**src/rtl/ut_rand_req_gen_pkg.sv**
```systemverilog
// rtl/ut_rand_req_gen_pkg.sv - shared types and constants for the random request generator
package ut_rand_req_gen_pkg;

  typedef enum logic [1:0] {
    ST_IDLE  = 2'd0,
    ST_ISSUE = 2'd1,
    ST_DRAIN = 2'd2,
    ST_DONE  = 2'd3
  } state_e;

  localparam int ERR_CNT_MAX  = 255;
  localparam int ISSUED_CNT_W = 16;

  // Error counter increment that sticks at its ceiling instead of wrapping
  function automatic logic [7:0] err_cnt_inc(input logic [7:0] cnt);
    return (cnt == 8'(ERR_CNT_MAX)) ? cnt : cnt + 8'd1;
  endfunction

endpackage

```
**src/rtl/ut_tag_fifo.sv**
```systemverilog
// rtl/ut_tag_fifo.sv - show-ahead FIFO holding the tags of outstanding requests
module ut_tag_fifo
  import ut_rand_req_gen_pkg::*;
#(
  parameter int DEPTH = 4,
  parameter int WIDTH = 4
) (
  input  logic             clk,
  input  logic             rst,
  input  logic             push,
  input  logic [WIDTH-1:0] din,
  input  logic             pop,
  output logic             full,
  output logic             empty,
  output logic [WIDTH-1:0] dout
);

  localparam int PTR_W = $clog2(DEPTH);
  localparam int CNT_W = PTR_W + 1;

  logic [WIDTH-1:0] mem_q [DEPTH];
  logic [WIDTH-1:0] mem_d [DEPTH];
  logic [PTR_W-1:0] wr_ptr_q, wr_ptr_d;
  logic [PTR_W-1:0] rd_ptr_q, rd_ptr_d;
  logic [CNT_W-1:0] count_q, count_d;
  logic             do_pop;
  logic             do_push;

  assign full  = (count_q == CNT_W'(DEPTH));
  assign empty = (count_q == '0);
  assign dout  = mem_q[rd_ptr_q];

  // A pop on empty is dropped; a push on full goes through only alongside a real pop
  assign do_pop  = pop & ~empty;
  assign do_push = push & (~full | do_pop);

  // Next pointers, occupancy and storage contents
  always_comb begin
    mem_d    = mem_q;
    wr_ptr_d = wr_ptr_q;
    rd_ptr_d = rd_ptr_q;
    count_d  = count_q;
    if (do_push) begin
      mem_d[wr_ptr_q] = din;
      wr_ptr_d        = wr_ptr_q + PTR_W'(1);
    end
    if (do_pop) begin
      rd_ptr_d = rd_ptr_q + PTR_W'(1);
    end
    case ({do_push, do_pop})
      2'b10:   count_d = count_q + CNT_W'(1);
      2'b01:   count_d = count_q - CNT_W'(1);
      default: count_d = count_q;
    endcase
  end

  // Storage and pointer registers
  always_ff @(posedge clk) begin
    if (rst) begin
      for (int i = 0; i < DEPTH; i++) mem_q[i] <= '0;
      wr_ptr_q <= '0;
      rd_ptr_q <= '0;
      count_q  <= '0;
    end else begin
      mem_q    <= mem_d;
      wr_ptr_q <= wr_ptr_d;
      rd_ptr_q <= rd_ptr_d;
      count_q  <= count_d;
    end
  end

endmodule

```
**src/rtl/ut_rand_req_gen.sv**
```systemverilog
// rtl/ut_rand_req_gen.sv - turns random words into tagged requests and checks in-order responses
module ut_rand_req_gen
  import ut_rand_req_gen_pkg::*;
#(
  parameter int RAND_W     = 16,
  parameter int ADDR_W     = 12,
  parameter int DATA_W     = 32,
  parameter int ALIGN_BITS = 2,
  parameter int NUM_REQ    = 64,
  parameter int MAX_OUT    = 4,
  parameter int TAG_W      = 4
) (
  input  logic                    i_Clk,
  input  logic                    i_Rst,
  input  logic                    i_Start,
  input  logic [RAND_W-1:0]       i_Rand_Data,
  output logic                    o_Rand_Next,
  output logic                    o_Req_Valid,
  input  logic                    i_Req_Ready,
  output logic                    o_Req_Write,
  output logic [ADDR_W-1:0]       o_Req_Addr,
  output logic [DATA_W-1:0]       o_Req_Wdata,
  output logic [TAG_W-1:0]        o_Req_Tag,
  input  logic                    i_Rsp_Valid,
  input  logic [TAG_W-1:0]        i_Rsp_Tag,
  output logic                    o_Busy,
  output logic                    o_Done,
  output logic                    o_Err,
  output logic [ISSUED_CNT_W-1:0] o_Issued_Cnt,
  output logic [7:0]              o_Err_Cnt
);

  localparam logic [ADDR_W-1:0]       ADDR_MASK  = ~ADDR_W'((1 << ALIGN_BITS) - 1);
  localparam logic [ISSUED_CNT_W-1:0] NUM_REQ_C  = ISSUED_CNT_W'(NUM_REQ);
  localparam logic [ISSUED_CNT_W-1:0] LAST_ISSUE = ISSUED_CNT_W'(NUM_REQ - 1);

  state_e                  state_q, state_d;
  logic                    req_valid_q, req_valid_d;
  logic                    req_write_q, req_write_d;
  logic [ADDR_W-1:0]       req_addr_q, req_addr_d;
  logic [DATA_W-1:0]       req_wdata_q, req_wdata_d;
  logic [TAG_W-1:0]        req_tag_q, req_tag_d;
  logic [TAG_W-1:0]        tag_cnt_q, tag_cnt_d;
  logic [ISSUED_CNT_W-1:0] issued_q, issued_d;
  logic                    err_q, err_d;
  logic [7:0]              err_cnt_q, err_cnt_d;

  logic             fifo_full;
  logic             fifo_empty;
  logic [TAG_W-1:0] fifo_dout;
  logic             accept;
  logic             start_run;
  logic             load;
  logic             rsp_err;
  logic             unused_rand;

  // Only the top bit and the address field of the random word are meaningful
  assign unused_rand = ^i_Rand_Data;

  assign accept    = req_valid_q & i_Req_Ready;
  assign start_run = i_Start & ((state_q == ST_IDLE) | (state_q == ST_DONE));
  // FIFO occupancy is the outstanding count, so "full" is the outstanding limit
  assign load      = (state_q == ST_ISSUE) & ~req_valid_q & ~fifo_full & (issued_q < NUM_REQ_C);
  assign rsp_err   = i_Rsp_Valid & (fifo_empty | (fifo_dout != i_Rsp_Tag));

  ut_tag_fifo #(
    .DEPTH (MAX_OUT),
    .WIDTH (TAG_W)
  ) u_tag_fifo (
    .clk   (i_Clk),
    .rst   (i_Rst),
    .push  (accept),
    .din   (req_tag_q),
    .pop   (i_Rsp_Valid),
    .full  (fifo_full),
    .empty (fifo_empty),
    .dout  (fifo_dout)
  );

  // State register
  always_ff @(posedge i_Clk) begin
    if (i_Rst) state_q <= ST_IDLE;
    else       state_q <= state_d;
  end

  // Run sequencing; i_Start only matters while no run is in progress
  always_comb begin
    state_d = state_q;
    case (state_q)
      ST_IDLE:  if (i_Start) state_d = ST_ISSUE;
      ST_ISSUE: if (accept && (issued_q == LAST_ISSUE)) state_d = ST_DRAIN;
      ST_DRAIN: if (fifo_empty) state_d = ST_DONE;
      ST_DONE:  if (i_Start) state_d = ST_ISSUE;
      default:  state_d = ST_IDLE;
    endcase
  end

  // Status outputs decoded from the state
  always_comb begin
    o_Busy = 1'b0;
    o_Done = 1'b0;
    case (state_q)
      ST_ISSUE, ST_DRAIN: o_Busy = 1'b1;
      ST_DONE:            o_Done = 1'b1;
      default:            ;
    endcase
  end

  // Request load/accept and response bookkeeping; a new run wipes the run counters
  always_comb begin
    req_valid_d = req_valid_q;
    req_write_d = req_write_q;
    req_addr_d  = req_addr_q;
    req_wdata_d = req_wdata_q;
    req_tag_d   = req_tag_q;
    tag_cnt_d   = tag_cnt_q;
    issued_d    = issued_q;
    err_d       = err_q;
    err_cnt_d   = err_cnt_q;
    if (start_run) begin
      tag_cnt_d = '0;
      issued_d  = '0;
      err_d     = 1'b0;
      err_cnt_d = '0;
    end else begin
      if (load) begin
        req_valid_d = 1'b1;
        req_write_d = i_Rand_Data[RAND_W-1];
        req_addr_d  = i_Rand_Data[ADDR_W-1:0] & ADDR_MASK;
        req_wdata_d = DATA_W'(issued_q);
        req_tag_d   = tag_cnt_q;
      end
      if (accept) begin
        req_valid_d = 1'b0;
        issued_d    = issued_q + ISSUED_CNT_W'(1);
        tag_cnt_d   = tag_cnt_q + TAG_W'(1);
      end
      if (rsp_err) begin
        err_d     = 1'b1;
        err_cnt_d = err_cnt_inc(err_cnt_q);
      end
    end
  end

  // Datapath registers
  always_ff @(posedge i_Clk) begin
    if (i_Rst) begin
      req_valid_q <= 1'b0;
      req_write_q <= 1'b0;
      req_addr_q  <= '0;
      req_wdata_q <= '0;
      req_tag_q   <= '0;
      tag_cnt_q   <= '0;
      issued_q    <= '0;
      err_q       <= 1'b0;
      err_cnt_q   <= '0;
    end else begin
      req_valid_q <= req_valid_d;
      req_write_q <= req_write_d;
      req_addr_q  <= req_addr_d;
      req_wdata_q <= req_wdata_d;
      req_tag_q   <= req_tag_d;
      tag_cnt_q   <= tag_cnt_d;
      issued_q    <= issued_d;
      err_q       <= err_d;
      err_cnt_q   <= err_cnt_d;
    end
  end

  assign o_Rand_Next  = accept;
  assign o_Req_Valid  = req_valid_q;
  assign o_Req_Write  = req_write_q;
  assign o_Req_Addr   = req_addr_q;
  assign o_Req_Wdata  = req_wdata_q;
  assign o_Req_Tag    = req_tag_q;
  assign o_Err        = err_q;
  assign o_Err_Cnt    = err_cnt_q;
  assign o_Issued_Cnt = issued_q;

endmodule
```
**config.mk**
```make
export PLATFORM = sky130hd
export DESIGN_NAME = ut_rand_req_gen
export DESIGN_NICKNAME = d
export VERILOG_FILES = /design/src/rtl/ut_rand_req_gen_pkg.sv /design/src/rtl/ut_tag_fifo.sv /design/src/rtl/ut_rand_req_gen.sv
export SDC_FILE = /design/constraint.sdc
export NUM_CORES = 1
export LEC_CHECK = 0
export BUFFER_PORTS_ARGS = -buffer_cell sky130_fd_sc_hd__clkbuf_2
export CORE_ASPECT_RATIO = 2
export CORE_MARGIN = 3
export CORE_UTILIZATION = 40
export DETAILED_ROUTE_END_ITERATION = 10
export GPL_ROUTABILITY_DRIVEN = 0
export SYNTH_ARGS = -nofsm -noshare
export SYNTH_HDL_FRONTEND = slang
export SYNTH_SLANG_ARGS = --single-unit
```
**constraint.sdc**
```tcl
create_clock -name i_Clk -period 3.7 [get_ports i_Clk]
set_clock_uncertainty 0.05 [all_clocks]
set_input_delay 0.555 -clock i_Clk [delete_from_list [all_inputs] [get_ports i_Clk]]
set_output_delay 0.555 -clock i_Clk [all_outputs]
set_load 0.03 [all_outputs]
```
; ---- After elaboration in Yosys (flattened, before gate mapping)
; Index checks and enable logic that the tools add are counted.
[classes]
n_addsub = 7
n_lt_le_gt_ge = 4
n_eq_ne = 12
muxes = 15
n_bitwise = 18
n_reduce_logical = 13
[op_table]
columns = operator, count
row1 = "16-bit by 1-bit adder with 16-bit output, second input constant", 1
row2 = 16-bit bitwise mux, 1
row3 = "16-bit by 6-bit equality test with 1-bit output, second input constant", 1
row4 = "16-bit by 7-bit less-than comparator with 1-bit output, second input constant", 1
row5 = 4-bit two-way mux, 3
row6 = "8-bit by 1-bit adder with 8-bit output, second input constant", 1
row7 = 1-bit AND, 8
row8 = 4-bit binary-select mux with 2-bit select, 1
row9 = 4-bit demux with 2-bit select, 1
row10 = "8-bit equality test, second input constant", 1
row11 = "2-bit equality test, second input constant", 3
row12 = "3-bit greater-or-equal comparator, second input constant", 2
row13 = 2-bit two-way mux, 3
row14 = 2-bit NOT with 3-bit output, 2
row15 = 2-bit case mux with 3 select lines, 1
row16 = 3-bit case mux with 2 select lines, 1
row17 = 2-bit AND reduction, 3
row18 = 2-bit OR reduction, 3
row19 = 1-bit NOT, 5
row20 = "2-bit by 1-bit adder with 2-bit output, second input constant", 2
row21 = "4-bit by 1-bit adder with 4-bit output, second input constant", 1
row22 = "2-bit by 1-bit equality test with 1-bit output, second input constant", 2
row23 = 1-bit two-way mux, 4
row24 = "2-bit by 1-bit inequality test with 1-bit output, second input constant", 2
row25 = other kinds (12), 16
[totals]
ff_bits = 86
in_bits = 25
output_inout_bits = 78

; ---- Depth between registers and ports, before layout
; Gate-level depths: netlist (run 1).
[logic_depth]
depth_word = 8
ltp_mapped = 11

; ---- Modules after synthesis
; A second synthesis (run 1) with hierarchy kept.
[unflattened]
hier_cells = 397
area_unflattened_um2 = 3866.2
[by_module_without_submodules]
columns = mod, instances, cells_each, area_per_inst_um2, seq_area_each_um2
row1 = ut_rand_req_gen, 1, 285, 2708.8, 1261.2
row2 = ut_tag_fifo, 1, 112, 1157.4, 460.4

; ---- Worst setup path after synthesis (run 1)
; Ideal clock, no wire load.
[synth_timing]
kind = register to register
startpoint = register req_valid_q, in the netlist o_Req_Valid
endpoint = register u_tag_fifo.count_q[2]
setup_time_ps = 70
arrival_ps = 2833
required_time_ps = 3580
path_slack_ps = 746
stages_incl_launch_ff = 12
path_buffers = 2
period_less_slack_ps = 2954
path_cell_list = dfxtp_1 > and2_1 > clkbuf_1 > o21a_1 > clkbuf_1 > inv_1 > ha_1 > inv_1 > fa_1 > xor2_1 > or3_1 > a21oi_1
[synth_between]
elab_chain_cells = 4
word_cells_on_any_way = 6
[synth_lines]
columns = item, line_no
row1 = "start, declared", ut_rand_req_gen.sv:38  ; logic req_valid_q, req_valid_d;
row2 = "start signal, assigned", ut_rand_req_gen.sv:158  ; req_valid_q <= req_valid_d;
row3 = 1-bit AND *, ut_rand_req_gen.sv:60  ; assign accept = req_valid_q & i_Req_Ready;
row4 = via o_Rand_Next, ut_rand_req_gen.sv:17  ; output logic o_Rand_Next,
row5 = 1-bit AND *, ut_tag_fifo.sv:35  ; assign do_push = push & (~full | do_pop);
row6 = 2-bit by 1-bit equality test with 1-bit output or 2-bit equality test (tied branches), ut_tag_fifo.sv:50  ; case ({do_push, do_pop})
row7 = 3-bit case mux with 2 select lines or 2-bit nonzero test (tied branches), n/a
row8 = "end signal, assigned", ut_tag_fifo.sv:68  ; count_q <= count_d;
row9 = "end, declared", ut_tag_fifo.sv:25  ; logic [CNT_W-1:0] count_q, count_d;
; The timed path passes the listed nets; every way through them passes the cells marked *.
; A chain may end at the register's enable or synchronous reset.

; ---- Final worst setup path (run 1)
[layout_timing]
startpoint = register req_valid_q, in the netlist o_Req_Valid
endpoint = register u_tag_fifo.count_q[2]
[layout_between]
elab_chain_cells = 4
word_cells_on_any_way = 6
[layout_lines]
columns = item, line_no
row1 = 1-bit AND *, ut_rand_req_gen.sv:60
row2 = 1-bit AND *, ut_tag_fifo.sv:35
row3 = 2-bit by 1-bit equality test with 1-bit output or 2-bit equality test (tied branches), ut_tag_fifo.sv:50
row4 = 3-bit case mux with 2 select lines or 2-bit nonzero test (tied branches), n/a
; Every way passes the cells marked *; elsewhere a longest branch is shown, timed or not.

==> flow_metrics.py, run 1 <==
metrics = {
    "status": {
        "status": "finished clean",
    },
    "logic_synthesis": {
        "synth_seq_area_share": 0.459,
        "yosysTopAreaCellShare": 0.459,
        "synthFlopType": "dfxtp_1",
        "ys_seq_elements": 86,
        "synth_cells": 409,
        "synth.area.top_cells": "dfxtp_1, mux2i_1, nor2_1",
        "yosys_warnings": 0,
        "synth_area_um2": 3750,
        "avgSynthCellArea_um2": 9.18,
        "netlist-cell-type-count": 44,
        "synthArstFlopShare": 0,
        "synth-edff-count": 0,
        "yosys.area.top_type": "dfxtp_1",
    },
    "worst_setup_path": {
        "worst_ep_arrival_time_ns": 2.63,
        "worstPathRequired_ns": 3.90,
        "crit_type": "reg -> reg",
        "cp-start-kind": "flip-flop",
        "path_max_fanout": 24,
        "cp-end-kind": "flip-flop",
    },
    "sta": {
        "fin_setup_tns_ns": 0,
        "slew_violations": 0,
        "fmaxAchievable_ghz": 0.412,
        "max_slew_margin": 0.629,
        "finalSetupViolCount": 0,
        "grt_setup_unrepaired": "no",
        "setup_slack_ns": 1.28,
        "hold_ws_ns": 0.398,
        "fin_crit_ns": 2.42,
        "hold_viol": 0,
        "tightest_slew_ns": 0.555,
        "period_share": 0.655,
    },
    "layout": {
        "final_nets": 526,
        "drive_gt1_frac": 0.219,
        "antennaDiodeCount": 0,
        "syn_to_final_growth_pct": 20.0,
        "fill_cells": 895,
    },
    "global_routing": {
        "grt_pass1_vias": 2904,
        "antenna_found_initial": 0,
        "grt_util_all_layers": 0.160,
        "grt_max_degree": 50,
        "grt_pass1_wl_mm": 13.1,
        "overflow": 0,
    },
    "routing": {
        "wl_met2_mm": 4.20,
        "viasPerCell": 4.95,
        "wl_mm": 7.95,
        "drc": 0,
        "wl_per_cell_um": 13.3,
        "wl_met1_mm": 3.13,
        "maxUsedRoutingLayer": "met4",
        "first_iter_violations": 100,
        "ant_nets": 0,
        "firstDrtPassIters": 4,
        "met3WireLength_um": 431,
        "routed-via-count": 2953,
    },
    "job": {
        "cap_violations": 0,
    },
    "die": {
        "rows": 49,
        "dieWidth_um": 74.5,
        "ios": 103,
        "die_h_um": 143,
        "core-area_um2": 9070,
        "dieArea_um2": 10700,
        "start_util": 0.414,
    },
    "clock_tree": {
        "cts_resized": 0,
        "clkLatencyLatePin_ns": 0.33,
        "htreeDepth": 3,
        "post_cts_buffers": 0,
        "cts_sinks": 86,
        "ctsRootBufferMaster": "clkbuf_16",
        "clk_pin_slew_ns": 0.06,
        "cts_tree": "done",
        "ctsHoldBuffers": 0,
        "cts_buffers": 9,
        "cts_buffer_depth": 2,
    },
    "place": {
        "preCtsSetupSlack_ns": 0.946,
        "hpwl_mm": 5.91,
        "io_buffers": 79,
    },
    "min_path": {
        "min_path_type": "reg -> reg",
    },
    "pwr": {
        "power_density_nw_per_um2": 566,
        "max-vdd-ir-drop_mv": 0.302,
        "cellLeakagePower_uw": 0.00184,
    },
}
==> stage by stage <==
stage | instance area (um2) | cells | power, uW | utilization
floorplan | 3820 | 426 | 1500 | -
global route | 4510 | 596 | 2690 | 0.497
finish | 4510 | 596 | 2550 | 0.497
CTS | 4510 | 596 | 2590 | 0.497
global placement | 4190 | 580 | 1630 | 0.461
detailed placement | 4190 | 580 | 1640 | 0.461
==> critical path, stage by stage (launching register included) <==
cell     delay, ns
dfxtp_1       0.35
and2_1        0.15
buf_4         0.18
o21a_1        0.11
buf_4         0.20
inv_1         0.08
ha_1          0.17
inv_1         0.06
fa_1          0.37
xor2_1        0.16
or3_1         0.30
a21oi_1       0.16
==> final timing paths <==
path,startpoint,endpoint,slack [ns],depth (start not counted)
min,o_Err,o_Err,0.40,2
max reg2reg,o_Req_Valid,u_tag_fifo.count_q[2],1.28,11
min reg2reg,o_Err,o_Err,0.40,2
max,o_Req_Valid,u_tag_fifo.count_q[2],1.28,11
==> Yosys cell counts (all sizes together) (2+ instances only) <==
| library cell | instances |
|---|---|
| dfxtp | 86 |
| nor2 | 62 |
| nand2 | 35 |
| nand3 | 27 |
| a21oi | 25 |
| buf | 24 |
| mux2i | 24 |
| xor2 | 16 |
| and2 | 13 |
| ha | 11 |
| inv | 11 |
| xnor2 | 10 |
| clkbuf | 9 |
| nand4 | 7 |
| o21ai | 7 |
| nor3 | 6 |
| or3 | 5 |
| a31oi | 4 |
| mux4 | 4 |
| nor4 | 3 |
| a211oi | 2 |
| and3 | 2 |
| nand2b | 2 |
| o211ai | 2 |
| or2 | 2 |
==> per-layer routing <==
| metal | global-route usage | vias up |
|---|---|---|
| li1 | - | 1504 |
| met1 | 0.170 | 1361 |
| met5 | 0 | - |
| met3 | 0.0557 | 10 |
| met4 | 0.0732 | 0 |
| met2 | 0.276 | 78 |
==> kinds of logic (layout without fill, tap and decap cells) <==
logic type,Yosys count,count (layout),share of synthesized area
compound gates,43,43,0.0683
xor+xnor,26,26,0.0606
fa+ha+maj,12,12,0.0420
buf+inv,44,112,0.0653
flops,86,86,0.459
mux,28,28,0.0910
other cells,1,18,0.000999
simple gates,169,169,0.213
==> cell type report <==
| class | count | area [um2] | area share |
|---|---|---|---|
| tap | 102 | 128 | 0.0283 |
| clock buffer | 14 | 284 | 0.0630 |
| sequential | 86 | 1720 | 0.382 |
| timing repair buffer | 85 | 440 | 0.0977 |
| multi-input combinational | 296 | 1850 | 0.411 |
| inverter | 11 | 41.3 | 0.00916 |
| clock inverter | 2 | 37.5 | 0.00833 |
==> registers in the layout, indices dropped and copies added, names as in the netlist, 2 cells and up <==
| name | cells |
|---|---|
| o_Err_Cnt | 8 |
| u_tag_fifo.rd_ptr_q | 2 |
| tag_cnt_q | 4 |
| u_tag_fifo.wr_ptr_q | 2 |
| o_Issued_Cnt | 16 |
| o_Req_Addr | 10 |
| o_Req_Wdata | 16 |
| o_Req_Tag | 4 |
| u_tag_fifo.count_q | 3 |
| u_tag_fifo.mem_q | 16 |
| state_q | 2 |
==> report_power, final <==
group	switching [uW]	internal, uW
Clock	343	597
Sequential	49.4	983
Combinational	381	200
==> placed cells by master, fill, tap and decap left out, types with 7 or more instances in the layout <==
cell type	n
clkbuf_2	79
inv_1	11
nand3_1	27
nor2_1	60
xnor2_1	10
xor2_1	16
a21oi_1	25
ha_1	11
nand4_1	7
mux2i_1	24
and2_1	13
conb_1	18
dfxtp_1	86
nand2_1	35
clkbuf_16	9
Power figures use the tool's default switching activity.
==> inputs of run 2 (changes only) <==
==> constraint.sdc (replaced) <==
create_clock -name i_Clk -period 2.4 [get_ports i_Clk]
set_clock_uncertainty 0.05 [all_clocks]
set_input_delay 0.36 -clock i_Clk [delete_from_list [all_inputs] [get_ports i_Clk]]
set_output_delay 0.36 -clock i_Clk [all_outputs]
set_load 0.03 [all_outputs]
==> run 2 against run 1 <==
  * Clock power up 37%
  * Sequential share of layout area increased by 0.31 points
  * Largest cell class unchanged
  * Utilization down 0.36 points
  * Non-clock buffer count unchanged
  * Critical path depth decreased by 1
  * Highest routed layer unchanged
  * Wire length up 1.2%
  * Register-to-register slack got worse by 1.1 ns
  * Power increased by 49%
  * Final cell count is 0.17% lower
  * Critical endpoint unchanged
==> flow_metrics.py, run 2 (synthesis results as in run 1) <==
metrics = {
    "status": {
        "status": "finished clean",
    },
    "sta": {
        "setup_slack_ns": 0.193,
        "fmaxAchievable_ghz": 0.453,
        "hold_ws_ns": 0.211,
        "fin_crit_ns": 2.21,
        "tightest_slew_ns": 0.507,
        "slew_violations": 0,
        "grt_setup_unrepaired": "no",
        "finalSetupViolCount": 0,
        "period_share": 0.920,
        "max_slew_margin": 0.662,
        "fin_setup_tns_ns": 0,
        "hold_viol": 0,
    },
    "die": {
        "core-area_um2": 9070,
        "rows": 49,
        "dieArea_um2": 10700,
        "die_h_um": 143,
        "start_util": 0.414,
        "ios": 103,
        "dieWidth_um": 74.5,
    },
    "worst_setup_path": {
        "cp-start-kind": "flip-flop",
        "worst_path_dominant_cell_family": "adder cells",
        "cpMaxStageDelayCell": "fa_1",
        "cp-end-kind": "flip-flop",
        "path_max_fanout": 4,
        "worst_ep_arrival_time_ns": 2.42,
        "path_cells": "inv_1 > nand3_1 > o21a_1 > inv_1 > ha_1 > inv_1 > fa_1 > xor2_1 > or3_1 > a21oi_1",
        "cp_common_cell": "inv_1",
        "crit_buf_inv": 3,
        "max_stage_delay_ns": 0.38,
        "crit_type": "reg -> reg",
        "worstPathRequired_ns": 2.61,
    },
    "global_routing": {
        "grt_pass1_vias": 2971,
        "grt_util_all_layers": 0.160,
        "overflow": 0,
        "antenna_found_initial": 0,
        "grt_pass1_wl_mm": 13.3,
        "grt_max_degree": 50,
    },
    "place": {
        "preCtsSetupSlack_ns": 0.200,
        "hpwl_mm": 5.97,
        "place_inst": 580,
        "io_buffers": 79,
    },
    "layout": {
        "syn_to_final_growth_pct": 19.2,
        "final_common_cell": "dfxtp_1",
        "most-common-layout-cells": "dfxtp_1, clkbuf_2, nor2_1",
        "stdcell_count": 595,
        "drive_gt1_frac": 0.221,
        "fill_cells": 885,
        "antennaDiodeCount": 0,
        "multi_input_area_um2": 1850,
        "final_nets": 526,
        "seq_area_um2": 1720,
    },
    "pwr": {
        "cellLeakagePower_uw": 0.00182,
        "power_density_nw_per_um2": 848,
        "max-vdd-ir-drop_mv": 0.540,
        "finalPower_uw": 3790,
    },
    "clock_tree": {
        "ctsRootBufferMaster": "clkbuf_16",
        "ctsHoldBuffers": 0,
        "cts_tree": "done",
        "htreeDepth": 3,
        "cts_buffers": 9,
        "clk_pin_slew_ns": 0.06,
        "clkLatencyLatePin_ns": 0.34,
        "post_cts_buffers": 0,
        "cts_resized": 0,
        "cts_buffer_depth": 2,
        "cts_sinks": 86,
    },
    "routing": {
        "firstDrtPassIters": 4,
        "routed-via-count": 2996,
        "ant_nets": 0,
        "viasPerCell": 5.04,
        "wl_per_cell_um": 13.5,
        "first_iter_violations": 133,
        "wl_mm": 8.04,
        "drc": 0,
    },
    "min_path": {
        "min_path_type": "in -> reg",
    },
    "job": {
        "cap_violations": 0,
    },
}
==> run 2: area by class of cell <==
type | instances | share of cell area
multi-input combinational | 296 | 0.414
tap | 102 | 0.0285
sequential | 86 | 0.385
inverter | 11 | 0.00923
clock inverter | 4 | 0.00503
timing repair buffer | 85 | 0.101
clock buffer | 11 | 0.0565
==> run 2: through the flow <==
step | area, um2 | util
2_1_floorplan | 3830 | -
4_1_cts | 4470 | 0.493
3_3_place_gp | 4200 | 0.463
6_report | 4470 | 0.493
3_5_place_dp | 4200 | 0.463
5_1_grt | 4470 | 0.493
==> run 2: path summary, 6_finish.rpt <==
| check | startpoint | endpoint | slack, ns | depth (start not counted) |
|---|---|---|---|---|
| setup / recovery | u_tag_fifo.count_q[0] | u_tag_fifo.count_q[2] | 0.19 | 10 |
| hold / removal | i_Rand_Data[6] | o_Req_Addr[6] | 0.21 | 3 |
| setup reg to reg | u_tag_fifo.count_q[0] | u_tag_fifo.count_q[2] | 0.19 | 10 |
| hold reg to reg | o_Err | o_Err | 0.40 | 2 |
==> run 2: report_power, final <==
group / total [uW] / switching (uW) / internal [uW]
logic: 914 / 593 / 322
clock network: 1290 / 546 / 746
registers: 1590 / 70.4 / 1520
total: 3790 / 1210 / 2580
==> run 2: metal layers <==
metal  global-route usage  routed length, um  vias to the layer above  share of wire
met5                    0                  0                        -              0
met4               0.0760                197                        0          0.024
met3               0.0423                377                       16          0.047
met2                0.289               4370                       85           0.54
met1                0.164               3100                     1383           0.39
li1                     -                  -                     1512              -
==> run 2: worst min-delay path: stages <==
cell and delay, ns:
clkbuf_2 0.07, mux2i_1 0.05, nor2_1 0.07
